===== src/rtl/seq_detect_pkg.sv =====
// seq_detect_pkg
// Shared definitions for the serial 1011 pattern detector:
//   state_t       - 2-bit FSM state type, S0..S3 = length of the matched prefix
//   PATTERN       - detected pattern, MSB is the first bit to arrive
//   CNT_W_DEFAULT - default width of the detection and bit counters
package seq_detect_pkg;

   typedef enum logic [1:0] {
      S0 = 2'b00,  // nothing matched
      S1 = 2'b01,  // matched 1
      S2 = 2'b10,  // matched 10
      S3 = 2'b11   // matched 101
   } state_t;

   localparam logic [3:0] PATTERN = 4'b1011;

   localparam int unsigned CNT_W_DEFAULT = 8;

endpackage


===== src/rtl/seq_out_fn.sv =====
// seq_out_fn
// Combinational Mealy output of the 1011 detector.
// Ports:
//   fire      - input, a bit is consumed this cycle (in_valid & in_ready)
//   in        - input, serial data bit
//   currstate - input, current FSM state
//   nxtout    - output, high when the consumed bit completes the pattern
module seq_out_fn
   import seq_detect_pkg::*;
(
   input  logic   fire,
   input  logic   in,
   input  state_t currstate,
   output logic   nxtout
);

   // S3 already holds the first three pattern bits; the last one completes it.
   assign nxtout = fire & (currstate == S3) & (in == PATTERN[0]);

endmodule


===== src/rtl/seq_detect_ctrl.sv =====
// seq_detect_ctrl
// Controller for the serial 1011 pattern detector: state register, next-state
// logic, input handshake and detection bookkeeping.
// Build option: define SEQDET_OVERLAP_EN to let detections overlap (the
// trailing 1 of a match starts the next one); undefined, matching restarts.
// Ports:
//   clk       - input, system clock, rising edge
//   rst_n     - input, asynchronous active-low reset
//   in_valid  - input, serial bit presented
//   in        - input, serial data bit
//   in_ready  - output, block accepts a bit (low during clear)
//   clear     - input, synchronous clear of state and counters
//   currstate - output [1:0], current FSM state
//   nxtout    - output, combinational detect for the bit being consumed
//   det_pulse - output, registered nxtout
//   det_count - output [CNT_W-1:0], detections, saturating
//   bit_count - output [CNT_W-1:0], consumed bits, wrapping
module seq_detect_ctrl
   import seq_detect_pkg::*;
#(
   parameter int unsigned CNT_W = CNT_W_DEFAULT
) (
   input  logic             clk,
   input  logic             rst_n,
   input  logic             in_valid,
   input  logic             in,
   output logic             in_ready,
   input  logic             clear,
   output logic [1:0]       currstate,
   output logic             nxtout,
   output logic             det_pulse,
   output logic [CNT_W-1:0] det_count,
   output logic [CNT_W-1:0] bit_count
);

   state_t state_q;
   state_t state_d;
   logic   fire;

   assign in_ready  = ~clear;
   assign fire      = in_valid & in_ready;
   assign currstate = state_q;

   seq_out_fn u_out_fn (
      .fire      (fire),
      .in        (in),
      .currstate (state_q),
      .nxtout    (nxtout)
   );

   always_comb begin
      state_d = state_q;
      if (fire) begin
         unique case (state_q)
            S0: state_d = in ? S1 : S0;
            S1: state_d = in ? S1 : S2;
            S2: state_d = in ? S3 : S0;
            S3: begin
               if (in) begin
`ifdef SEQDET_OVERLAP_EN
                  state_d = S1;
`else
                  state_d = S0;
`endif
               end else begin
                  state_d = S2;
               end
            end
            default: state_d = S0;
         endcase
      end
   end

   always_ff @(posedge clk or negedge rst_n) begin
      if (!rst_n) begin
         state_q   <= S0;
         det_pulse <= 1'b0;
         det_count <= '0;
         bit_count <= '0;
      end else if (clear) begin
         state_q   <= S0;
         det_pulse <= 1'b0;
         det_count <= '0;
         bit_count <= '0;
      end else begin
         state_q   <= state_d;
         det_pulse <= nxtout;
         if (nxtout && (det_count != {CNT_W{1'b1}})) begin
            det_count <= det_count + 1'b1;
         end
         if (fire) begin
            bit_count <= bit_count + 1'b1;
         end
      end
   end

endmodule


===== config.mk =====
export PLATFORM = sky130hd
export DESIGN_NAME = seq_detect_ctrl
export DESIGN_NICKNAME = d
export VERILOG_FILES = /design/src/rtl/seq_detect_pkg.sv /design/src/rtl/seq_out_fn.sv /design/src/rtl/seq_detect_ctrl.sv
export SDC_FILE = /design/constraint.sdc
export NUM_CORES = 1
export LEC_CHECK = 0
export ABC_AREA = 1
export BUFFER_PORTS_ARGS = -buffer_cell sky130_fd_sc_hd__clkbuf_2
export CAP_MARGIN = 5
export CORE_ASPECT_RATIO = 0.7
export CORE_UTILIZATION = 40
export DETAILED_ROUTE_END_ITERATION = 6
export GPL_TIMING_DRIVEN = 0
export PLACE_DENSITY_LB_ADDON = 0.25
export SLEW_MARGIN = 20
export SYNTH_ARGS = -nofsm -noshare
export SYNTH_HDL_FRONTEND = slang
export SYNTH_SLANG_ARGS = --single-unit

===== constraint.sdc =====
create_clock -name clk -period 1.45 [get_ports clk]
set_input_delay 0.0725 -clock clk [delete_from_list [all_inputs] [get_ports clk]]
set_output_delay 0.0725 -clock clk [all_outputs]
set_load 0.02 [all_outputs]

==> metrics.txt <==
diode count 0; status finished clean; drt pass-1 iters 4; wire length on met2 1.08 mm; Post-layout nets 174; placement-stage cell area 1240 sq um; kind of critical path reg2reg; Vias/cell 4.90; mean post-synth cell area 8.02 sq um; RSZ-0062 raised after global routing no; layout cells sized above 1 0.289; Synth cell types 28; worst endpoint required time 1.61 ns; number of synthesized flops with an enable pin 0; Worst-Margin Slew 0.491 ns; ys async rst share 1.00; chip height 45.4 um; port bufs 25; Overflow after GRT 0; Final Non-Filler Cells 200; DR top layer met4; Residual DRC 0; Post-Syn Area 1070 sq um; first-pass GRT wire length 3.68 mm; clk_lat worst skew 0.26 ns; clock transition at the registers of the reported paths 0.08 ns; register bit total from synthesis 19; Core Util, Final 0.528; Final Instance Area 1320 sq um; fin crit share 0.927; die area 2900 sq um; Max Slew Vio Count 0; Tmin final 1.34 ns; Root Buffer clkbuf_8; final wirelength 2.32 mm; via count 980; cell count after placement 193; starting density of the core 0.431; Core Area 2500 sq um; met3 WL 120 um; Post-Syn Nets 141; Crit Path Max Fanout 7; PwrDens 790 nW/um^2; Synth Flop Type dfrtp_1; total chip power 0.00104 W; Slew Limit Headroom 0.673; Sequential Area 475 sq um; Layout area overhead 22.7%; wire length per cell 11.6 um; initial drt markers 28; CP endpoint kind flip-flop; CTS Buf Count 3; Rows 15; Pleak 0.703 nW; post-route ant nets 0; Hold Crit Class in2reg; Finish-stage setup viols 0; IO Count 26; Max Cap Viol 0; deepest clock path buffer count 2; CTS tree built; Post-DP HPWL 1.76 mm; post-synth top area cell dfrtp_1; Worst Clk Skew 0.00397 ns; top cells by area, synth dfrtp_1 (44%), nand2_1 (12%), nand3_1 (7.0%), inv_1 (5.2%), nor2_1 (4.9%); post-synth top area share 0.442; CTS HTree Levels 1; Yosys Warn Count 0; area of the multi-input gates 523 sq um; Overall Global Routing Usage 0.172; antenna violations before repair 0; Worst EP arrival 1.50 ns; sequential area share after synthesis 0.442; Peak Freq 744 MHz; Clock Sinks 19; synthesized instance count 134; GP Congestion 0.827; die width 64.0 um; TNS Setup 0 ns; Metal-1 WL 1.10 mm; final-report hold violation count 0; largest net degree at the start of global routing 20; CP Launch Type flip-flop; vias in the first global route 861; Fillers 259; maximum vdd drop 0.588 mV
-- synth_stat cells (all sizes together), types with 2 or more instances --
cell   instances
nor2          18
nand3         16
inv           18
nand2         36
a21oi          8
dfrtp         19
o21ai          8
ha             2
-- placed cells by master (no fill, tap or decap), types with 2 or more instances in the layout --
cell / n
o21ai_0: 6
nor2_2: 3
nand3_1: 15
buf_4: 2
nor2_1: 13
clkbuf_8: 3
clkbuf_2: 25
a21oi_1: 6
dfrtp_1: 19
o21ai_1: 2
inv_4: 2
a21oi_2: 2
inv_1: 15
nand2_1: 33
-- metal layers --
metal | vias up | GRT usage
li1 | 496 | -
met1 | 460 | 0.210
met5 | - | 0
met4 | 0 | 0.0409
met3 | 2 | 0.0475
met2 | 22 | 0.309
-- state kept, by name, summed over array words and instances (netlist names) --
name / cells
currstate: 2
bit_count: 8
det_pulse: 1
det_count: 8
-- area by class of cell --
cell class	count	share of cell area
Clock inverter	1	0.00380
Clock buffer	3	0.0313
Buffer	1	0.00380
Inverter	19	0.0579
Sequential cell	19	0.361
Tap cell	34	0.0323
Timing Repair Buffer	28	0.114
Multi-Input combinational cell	95	0.397
-- report_power, final --
group          switching (W)  internal, W
logic              0.0000722    0.0000326
registers          0.0000110     0.000539
clock network       0.000195     0.000192
total               0.000278     0.000764
-- path summary, 6_finish.rpt --
kind	cells past startpoint	to	slack [ns]	start
worst max-delay path	8	det_count[3]$_DFFE_PN0P_	0.11	det_count[1]$_DFFE_PN0P_
worst min-delay path	3	bit_count[7]$_DFFE_PN0P_	0.13	in_valid
worst max register to register	8	det_count[3]$_DFFE_PN0P_	0.11	det_count[1]$_DFFE_PN0P_
worst min register to register	2	currstate[1]$_DFFE_PN0P_	0.51	currstate[1]$_DFFE_PN0P_
max in group asynchronous	2	bit_count[4]$_DFFE_PN0P_	0.82	rst_n
min in group asynchronous	2	det_count[3]$_DFFE_PN0P_	0.29	rst_n
-- repair_timing --
item	CTS	global route
pin swaps	0	1
hold buffers	1	0
resized for setup	1	1
hold endpoints to repair	19	0
setup buffers	1	1
setup endpoints to repair	1	8
-- cell families after synthesis --
kind of cell | synth area share
xor gates and xnor gates | 0.00815
buffers and inverters | 0.0757
and+or+nand+nor | 0.348
DFF | 0.442
AOI/OAI and AO/OA | 0.102
adders and majority gates | 0.0233
-- worst max-delay path: stages, from the launching register on --
cell,delay [ns]
dfrtp_1,0.38
ha_2,0.21
nand2_1,0.11
nor2_4,0.14
nand2_2,0.10
nand2_8,0.10
nand2_4,0.07
nand2_1,0.07
nand2_1,0.05
-- per-stage QoR --
stage                     hold slack, ns  setup WS, ns
after floorplan                   -0.223       0.00101
after global routing               0.144        0.0161
final                              0.128         0.106
after CTS                          0.128       0.00349
after detailed placement          0.0626      -0.00119
after global placement            0.0621        0.0425
(Power assumes the default switching activity.)
